### config.mk
export PLATFORM = sky130hd
export DESIGN_NAME = quad_speed_meter
export DESIGN_NICKNAME = d
export VERILOG_FILES = /design/src/rtl/quad_speed_meter.sv
export SDC_FILE = /design/constraint.sdc
export NUM_CORES = 1
export LEC_CHECK = 0
export ABC_AREA = 1
export ABC_CLOCK_PERIOD_IN_PS = 4520
export BUFFER_PORTS_ARGS = -buffer_cell sky130_fd_sc_hd__buf_4
export CORE_MARGIN = 1.5
export CORE_UTILIZATION = 25
export CTS_BUF_LIST = sky130_fd_sc_hd__clkbuf_16
export CTS_CLUSTER_DIAMETER = 120
export CTS_CLUSTER_SIZE = 40
export DETAILED_ROUTE_END_ITERATION = 10
export PLACE_DENSITY = 0.45
export SYNTH_ARGS = -nofsm -noshare
export SYNTH_HDL_FRONTEND = slang
export SYNTH_SLANG_ARGS = --single-unit
### constraint.sdc
create_clock -name clk -period 4.52 [get_ports clk]
set_input_delay 0.452 -clock clk [delete_from_list [all_inputs] [get_ports clk]]
set_output_delay 0.452 -clock clk [all_outputs]
set_load 0.01 [all_outputs]
### src/rtl/quad_speed_meter.sv
// Multi-channel quadrature encoder speed meter: synchronises A/B pairs, decodes
// direction, accumulates saturating signed ticks per window and strobes the result.
module quad_speed_meter #(
  parameter int NUM_CH      = 4,
  parameter int CNT_W       = 16,
  parameter int WIN_CYCLES  = 50000,
  parameter int SYNC_STAGES = 2
) (
  input  logic                    clk,
  input  logic                    reset,
  input  logic [2*NUM_CH-1:0]     enc,
  input  logic                    clear_err,
  output logic [NUM_CH*CNT_W-1:0] speed,
  output logic                    speed_valid,
  output logic [NUM_CH-1:0]       dir,
  output logic [NUM_CH-1:0]       err,
  output logic [NUM_CH-1:0]       ovf
);

  localparam int WIN_W  = (WIN_CYCLES > 2) ? $clog2(WIN_CYCLES) : 1;
  localparam int FILL_W = $clog2(SYNC_STAGES + 1);
  localparam logic [WIN_W-1:0]  WIN_LAST  = WIN_W'(WIN_CYCLES - 1);
  localparam logic [FILL_W-1:0] FILL_LAST = FILL_W'(SYNC_STAGES);
  localparam logic [CNT_W-1:0]  ACC_MAX   = {1'b0, {(CNT_W-1){1'b1}}};
  localparam logic [CNT_W-1:0]  ACC_MIN   = {1'b1, {(CNT_W-1){1'b0}}};
  localparam logic [CNT_W:0]    ONE       = (CNT_W+1)'(1);

  logic [2*NUM_CH-1:0] sync_q [SYNC_STAGES];
  logic [2*NUM_CH-1:0] cur;
  logic [2*NUM_CH-1:0] prev_q;
  logic [FILL_W-1:0]   fill_q;
  logic                primed_q;
  logic [NUM_CH-1:0]   fwd, rev, bad;
  logic [NUM_CH-1:0]   fwd_q, rev_q, bad_q;
  logic [CNT_W-1:0]    acc_q   [NUM_CH];
  logic [CNT_W:0]      sum     [NUM_CH];
  logic [CNT_W-1:0]    acc_sat [NUM_CH];
  logic [NUM_CH-1:0]   clip;
  logic [NUM_CH-1:0]   wovf_q;
  logic [WIN_W-1:0]    win_q;
  logic                terminal;

  assign cur      = sync_q[SYNC_STAGES-1];
  assign terminal = (win_q == WIN_LAST);

  // Forward step: s == {p[0], ~p[1]}; reverse: s == {~p[0], p[1]}; both bits flipped is illegal.
  always_comb begin
    fwd = '0;
    rev = '0;
    bad = '0;
    for (int unsigned ch = 0; ch < NUM_CH; ch++) begin
      fwd[ch] = primed_q && (cur[2*ch+1] == prev_q[2*ch]) && (cur[2*ch] != prev_q[2*ch+1]);
      rev[ch] = primed_q && (cur[2*ch+1] != prev_q[2*ch]) && (cur[2*ch] == prev_q[2*ch+1]);
      bad[ch] = primed_q && (cur[2*ch+1] != prev_q[2*ch+1]) && (cur[2*ch] != prev_q[2*ch]);
    end
  end

  always_comb begin
    clip = '0;
    for (int unsigned ch = 0; ch < NUM_CH; ch++) begin
      sum[ch] = {acc_q[ch][CNT_W-1], acc_q[ch]};
      if (fwd_q[ch])
        sum[ch] = sum[ch] + ONE;
      else if (rev_q[ch])
        sum[ch] = sum[ch] - ONE;
      clip[ch]    = sum[ch][CNT_W] != sum[ch][CNT_W-1];
      acc_sat[ch] = clip[ch] ? (sum[ch][CNT_W] ? ACC_MIN : ACC_MAX) : sum[ch][CNT_W-1:0];
    end
  end

  // Priming waits until the synchroniser has flushed its reset zeros, so a pin
  // held at 11 through reset never shows up as a false 00->11 transition.
  always_ff @(posedge clk or negedge reset) begin
    if (!reset) begin
      for (int unsigned i = 0; i < SYNC_STAGES; i++) sync_q[i] <= '0;
      for (int unsigned ch = 0; ch < NUM_CH; ch++) acc_q[ch] <= '0;
      prev_q      <= '0;
      fill_q      <= '0;
      primed_q    <= 1'b0;
      fwd_q       <= '0;
      rev_q       <= '0;
      bad_q       <= '0;
      wovf_q      <= '0;
      win_q       <= '0;
      speed       <= '0;
      speed_valid <= 1'b0;
      dir         <= '0;
      err         <= '0;
      ovf         <= '0;
    end else begin
      sync_q[0] <= enc;
      for (int unsigned i = 1; i < SYNC_STAGES; i++) sync_q[i] <= sync_q[i-1];
      prev_q <= cur;
      if (!primed_q) begin
        fill_q <= fill_q + FILL_W'(1);
        if (fill_q == FILL_LAST) primed_q <= 1'b1;
      end
      fwd_q       <= fwd;
      rev_q       <= rev;
      bad_q       <= bad;
      win_q       <= terminal ? '0 : win_q + WIN_W'(1);
      speed_valid <= terminal;
      for (int unsigned ch = 0; ch < NUM_CH; ch++) begin
        if (fwd_q[ch] || rev_q[ch]) dir[ch] <= fwd_q[ch];
        if (bad_q[ch])
          err[ch] <= 1'b1;
        else if (clear_err)
          err[ch] <= 1'b0;
        if (terminal) begin
          speed[ch*CNT_W +: CNT_W] <= acc_sat[ch];
          ovf[ch]                  <= wovf_q[ch] | clip[ch];
          acc_q[ch]                <= '0;
          wovf_q[ch]               <= 1'b0;
        end else begin
          acc_q[ch]  <= acc_sat[ch];
          wovf_q[ch] <= wovf_q[ch] | clip[ch];
        end
      end
    end
  end

endmodule

==> results.md, run 1 <==
- DR pass1 iterations: 6
- Die area: 0.0423 sq mm
- Total I/O pin count: 88
- TritonCTS Sinks: 200
- Crit path buf inv count: 3
- Ant. Diodes: 0
- Reg2reg setup slack: 1.02 ns
- Synth top area share: 48.8%
- GPL Wtd Cong: 0.853
- Unrepaired setup endpoints after global routing: no
- Dpl hpwl: 18.5 mm
- Hold Violations, Final: 0
- Number of hold buffers added after CTS: 0
- Avg Cell Area, Syn: 7.94 sq um
- CTS Buf Count: 17
- Cells after Synth: 1292
- Initial antenna violation count: 0
- Crit path max fanout: 14
- Critical path's largest stage delay: 0.51 ns
- Worst-path clk slew: 0.08 ns
- FF-to-FF Start: fwd_q[3]
- WP data required: 4.86 ns
- Maximum clock rate: 286 MHz
- Worst setup EP type: flop
- Total power: 6.23 mW
- Least-Margin Pin Slew: 1.02 ns
- Vias in the first global route: 8248
- Leak: 6.04 nW
- DR iter-0 viols: 466
- Slowest CP cell: dfrtp_1
- PwrDens: 520 mW/mm^2
- Syn nets: 1316
- Vias: 8400
- Startpoint Class: flop
- Post-route ant nets: 0
- Initial core utilization: 25.3%
- Drt drc: 0
- Clock tree buffer depth: 2
- Total Wirelength: 26.0 mm
- Kind of cell adding the most delay to the critical path: simple AND/OR/NAND/NOR gates
- Layout cells sized above 1: 13.4%
- Status: finished clean
- WP data arrival: 3.84 ns
- Buffers on Ports: 87
- Cell Rows: 74
- CTS resizes: 0
- Hold WS: 0.0205 ns
- Worst skew pair latency: 0.44 ns
- Area growth syn-to-layout: 16.8%
- Fin crit period: 3.50 ns
- Slew HR: 32.2%
- Most repeated library cell on the critical path: nand2_1
- Post-synth EDFFs: 0
- Warnings, synthesis: 0
- Seq/Total Area, Yosys: 48.8%
- Clock root buffer master: clkbuf_16
- Mapped cell area: 0.0103 sq mm
- Final nets: 1388
- Die Ht: 206 um
- TritonCTS clock tree: yes
- VDD IR max: 0.248 mV
- Number of synthesized register bits: 200
- Die span in x: 206 um
- All-Layer GR Usage: 13.0%
- First-pass GRT wire length: 43.6 mm
- H-tree Lvls: 4
- Most frequent cells after synthesis: nand2_1, dfrtp_1, nor2_1, inv_1, a21oi_1
- Vias per cell: 4.40
- Final setup violation count: 0
- Worst hold path class: input pin to asynchronous set/reset pin
- Cell taking the most area after synthesis: dfrtp_1
- Synth area leaders: dfrtp_1, nand2_1, nor2_1
- Main synth FF type: dfrtp_1
- Post-layout util: 29.5%
- Crit Path Category: flop to flop
- Setup repair bufs after CTS: 0
- WL/cell: 13.6 um
- Final worst path period share: 77.4%
- Clk_skew: 0.0120 ns
- Fraction of registers with async set/reset: 100%
- Pin count of the biggest net entering global routing: 115
- Synth cell types: 48
- R2r endpoint: speed[54]
- Cells on worst reg2reg path: 13
- Core ar.: 0.0406 sq mm
- Crit-path cells: inv_1 > nand4_1 > nor2_1 > nand3_1 > o22ai_1 > xor2_1 > ha_1 > clkinv_1 > nand3_1 > buf_4 > nand2_1 > nand2_1 > nand2_1
- Total grt overflow: 0
- Slew Limit Fails: 0
- Max-cap viol count: 0
- Most frequent cell after synthesis: nand2_1
- Post-route setup TNS: 0 ns
[how the worst max path moves through the flow]
stage	start	endpoint	slack, ns	cells past startpoint
global route	fwd_q[3]	speed[50]	0.57	13
detailed placement	fwd_q[3]	speed[54]	0.99	13
global placement	fwd_q[3]	speed[54]	1.15	13
floorplan	fwd_q[1]	speed[21]	1.89	16
finish	fwd_q[3]	speed[54]	1.02	13
CTS	fwd_q[3]	speed[54]	0.98	13
[cell families after synthesis]
logic type	Yosys count	synth area share (%)
simple gates	684	29.3
flops	200	48.8
compound gates	194	10.7
buf+inv	172	7.18
xor+xnor	28	2.39
fa+ha+maj	13	1.58
mux	1	0.0975
[cell type report]
class	count	area [sq um]
clock buffers	17	425
fillers	4345	28700
well taps	532	666
clock inverters	15	144
inverters	129	487
multi-input cells	920	4530
flip-flops and latches	200	5000
repair buffers	96	739
[stage by stage]
step / cell area, sq um / std cells / worst slack, ns
6_report: 12000 / 1909 / 1.02
5_1_grt: 12000 / 1909 / 0.568
4_1_cts: 12000 / 1909 / 0.982
3_5_place_dp: 11400 / 1877 / 0.994
3_3_place_gp: 11400 / 1877 / 1.15
2_1_floorplan: 10300 / 1292 / 1.89
[flip-flops by register name, indices dropped and copies added, names as in the netlist, 8 cells and up]
signal  count
prev_q      8
win_q      16
acc_q      64
speed      64
sync_q      8
cur         8
[power by group]
| part | switching (mW) | internal, mW | leakage [nW] |
|---|---|---|---|
| registers | 0.468 | 2.12 | 2.51 |
| logic | 1.36 | 0.768 | 3.26 |
| clock network | 0.741 | 0.773 | 0.277 |
| total | 2.57 | 3.66 | 6.04 |
[layout by cell type, fill, tap and decap left out, types with 5 or more instances in the layout]
| cell type | netlist | layout |
|---|---|---|
| nand2_1 | 342 | 341 |
| dfrtp_1 | 200 | 200 |
| nor2_1 | 157 | 157 |
| inv_1 | 120 | 121 |
| a21oi_1 | 103 | 103 |
| nand3_1 | 101 | 101 |
| buf_4 | 2 | 94 |
| o21ai_0 | 50 | 50 |
| nand4_1 | 22 | 22 |
| clkbuf_16 | 0 | 17 |
| nor3_1 | 16 | 16 |
| xnor2_1 | 15 | 15 |
| xor2_1 | 13 | 13 |
| ha_1 | 13 | 13 |
| nand2_4 | 11 | 11 |
| a21oi_2 | 11 | 11 |
| inv_2 | 7 | 6 |
| nand2_2 | 5 | 6 |
| nand3_2 | 5 | 5 |
| nor2_2 | 5 | 5 |
| o21bai_1 | 5 | 5 |
[worst reg2reg max path: stages, from the launching register on]
cell and delay [ns]:
dfrtp_1 0.51, inv_1 0.34, nand4_1 0.17, nor2_1 0.22, nand3_1 0.15, o22ai_1 0.23
xor2_1 0.10, ha_1 0.49, clkinv_1 0.34, nand3_1 0.38, buf_4 0.26, nand2_1 0.08
nand2_1 0.07, nand2_1 0.07
[layer usage]
metal	share of wire (%)	track usage (%)	vias to the layer above
met3	3.1	2.58	14
met5	0	0	-
met2	45	20.3	119
li1	-	-	4320
met4	0.96	3.39	0
met1	51	18.1	3947
Note: power is estimated with default switching activity, not from simulation.
==> run 2, diff against run 1 <==
--- a/config.mk
+++ b/config.mk
@@ -5,8 +5,8 @@
 export SDC_FILE = /design/constraint.sdc
 export NUM_CORES = 1
 export LEC_CHECK = 0
-export ABC_AREA = 1
-export ABC_CLOCK_PERIOD_IN_PS = 4520
+export ABC_AREA = 0
+export ABC_CLOCK_PERIOD_IN_PS = 3400
 export BUFFER_PORTS_ARGS = -buffer_cell sky130_fd_sc_hd__buf_4
 export CORE_MARGIN = 1.5
 export CORE_UTILIZATION = 25
==> constraint.sdc (replaced) <==
create_clock -name clk -period 3.4 [get_ports clk]
set_input_delay 0.34 -clock clk [delete_from_list [all_inputs] [get_ports clk]]
set_output_delay 0.34 -clock clk [all_outputs]
set_load 0.01 [all_outputs]
==> run 2 against run 1 <==
Effect of this change: hold slack gained 0.22 ns; synthesized area decreased by 7.9%; first-iteration DRC count down 20%; largest cell class unchanged.
==> results.md, run 2 <==
- TritonCTS Sinks: 200
- Kind of cell adding the most delay to the critical path: simple AND/OR/NAND/NOR gates
- Post-placement cell count: 1536
- Die span in x: 197 um
- Most frequent cell after synthesis: dfrtp_1
- Clock root buffer master: clkbuf_16
- Mapped cell area: 0.00945 sq mm
- WP data required: 3.78 ns
- Post-route ant nets: 0
- WL/cell: 14.6 um
- Worst setup EP type: flop
- Core ar.: 0.0375 sq mm
- Worst Slack Setup Final: 0.211 ns
- Die area: 0.0390 sq mm
- Crit-path cells: or4b_1 > nor4_1 > nor2_1 > nor2_1 > xor2_1 > ha_1 > a211o_1 > a21boi_0 > a21oi_1
- Fillcell total: 3968
- Most repeated library cell on the critical path: nor2_1
- Commonest cells after routing, fill and taps aside: dfrtp_1, nor2_1, nand2_1
- Warnings, synthesis: 0
- CTS Buf Count: 17
- Maximum clock rate: 314 MHz
- DR iter-0 viols: 372
- Hold Violations, Final: 0
- Worst skew pair latency: 0.45 ns
- Seq/Total Area, Yosys: 52.9%
- Total I/O pin count: 88
- Min-Delay Path Depth: 3
- Post-Layout Cell Count: 1577
- First-pass GRT wire length: 38.4 mm
- Fraction of registers with async set/reset: 100%
- Dpl hpwl: 15.7 mm
- Cell Rows: 71
- All-Layer GR Usage: 12.4%
- Initial antenna violation count: 0
- Synth cell types: 71
- Critical path's largest stage delay: 0.62 ns
- Vias per cell: 4.49
- Startpoint Class: flop
- Post-synth EDFFs: 0
- Avg Cell Area, Syn: 9.81 sq um
- Register area: 0.00500 sq mm
- Number of synthesized register bits: 200
- Main synth FF type: dfrtp_1
- Crit Path Category: flop to flop
- PwrDens: 631 mW/mm^2
- Cell taking the most area after synthesis: dfrtp_1
- Status: finished clean
- Hold WS: 0.237 ns
- Final worst path period share: 93.8%
- Reg2reg setup slack: 0.21 ns
- H-tree Lvls: 4
- Setup repair bufs after CTS: 0
- Least-Margin Pin Slew: 0.721 ns
- VDD IR max: 0.344 mV
- Synth area leaders: dfrtp_1, a21oi_1, xnor2_1
- Syn nets: 988
- Clock tree buffer depth: 2
- Crit path buf inv count: 0
- Die Ht: 197 um
- Max-cap viol count: 0
- WP data arrival: 3.57 ns
- Area growth syn-to-layout: 20.9%
- Most frequent cells after synthesis: dfrtp_1, nor2_1, nand2_1, a21oi_1, xnor2_1
- Post-Place Setup Slack: 0.260 ns
- Vias in the first global route: 7220
- Most common cell after layout, fill and taps aside: dfrtp_1
- Drt drc: 0
- Slowest CP cell: or4b_1
- Total Wirelength: 23.0 mm
- Leak: 5.10 nW
- Cells after Synth: 964
- Final setup violation count: 0
- GPL Wtd Cong: 0.827
- Slew HR: 51.6%
- Post-route setup TNS: 0 ns
- Layout cells sized above 1: 16.3%
- Cells on worst reg2reg path: 9
- Ant. Diodes: 0
- Synth top area share: 52.9%
- Worst hold path class: input pin to flop
- Initial core utilization: 25.2%
- DR pass1 iterations: 4
- Clk_skew: 0.0115 ns
- Fin crit period: 3.19 ns
- Crit path max fanout: 14
- Biggest regs: acc_q: 64 flops, speed: 64 flops, win_q: 16 flops
- Buffers on Ports: 87
- CTS resizes: 0
- Number of hold buffers added after CTS: 9
- TritonCTS clock tree: yes
- Worst path depth: 9
- Pin count of the biggest net entering global routing: 85
- Worst-path clk slew: 0.08 ns
- Final nets: 1077
- Unrepaired setup endpoints after global routing: no
- Total grt overflow: 0
- Vias: 7084
- Multi-input gate area: 0.00414 sq mm
- Slew Limit Fails: 0
run 2: changes by cell type after synthesis, sizes merged, moves of 11 or more:
cell / before / now
clkbuf: 14 / 29
nand3: 107 / 23
and3: 0 / 25
nand4: 23 / 12
nand2: 358 / 109
a21oi: 114 / 100
nor3: 17 / 31
xor2: 13 / 38
nor2: 165 / 111
xnor2: 15 / 48
o21ai: 55 / 39
inv: 127 / 28
buf: 29 / 16
run 2: metal layers:
layer | up-vias | share of wire (%) | GRT usage (%)
met4 | 0 | 0.98 | 3.93
met3 | 16 | 3.9 | 2.92
li1 | 3533 | - | -
met2 | 98 | 46 | 19.2
met1 | 3437 | 49 | 16.9
met5 | - | 0 | 0
run 2: layout make-up:
cell class | instances | area share [%]
sequential | 200 | 43.8
multi-input combinational | 691 | 36.2
timing repair buffer | 115 | 8.13
tap | 511 | 5.59
clock buffer | 17 | 3.72
clock inverter | 15 | 1.62
inverter | 28 | 0.942
run 2: tightest hold or removal path: stages:
cell	delay (ns)
buf_4	0.07
inv_1	0.07
a21o_1	0.16
run 2: worst paths after layout:
path	start	endpoint
setup / recovery	acc_q[18]	speed[38]
hold / removal	clear_err	err[0]
setup reg to reg	acc_q[18]	speed[38]
hold reg to reg	sync_q[14]	cur[6]
max in group asynchronous	reset	acc_q[61]
min in group asynchronous	reset	acc_q[29]
run 2: cells by family (layout without fill, tap and decap cells):
group / after synthesis / count (layout) / share of synthesized area [%]
AOI/OAI and AO/OA: 208 / 208 / 13.6
adders and majority gates: 13 / 13 / 1.72
xor gates and xnor gates: 86 / 86 / 7.97
DFF: 200 / 200 / 52.9
buffers and inverters: 73 / 175 / 3.31
and+or+nand+nor: 379 / 379 / 19.9
muxes: 5 / 5 / 0.622
run 2: through the flow:
step / area [sq um] / power, mW / util (%)
final: 11400 / 7.21 / 30.5
after global routing: 11400 / 7.73 / 30.5
after CTS: 11400 / 7.32 / 30.5
after detailed placement: 10700 / 5.12 / 28.6
after global placement: 10700 / 5.10 / 28.6
after floorplan: 9450 / 4.60 / -
run 2: where the power goes:
part / internal, mW / switching, mW
clock: 1.12 / 1.02
combinational: 0.766 / 0.960
sequential: 2.77 / 0.575
total: 4.66 / 2.56
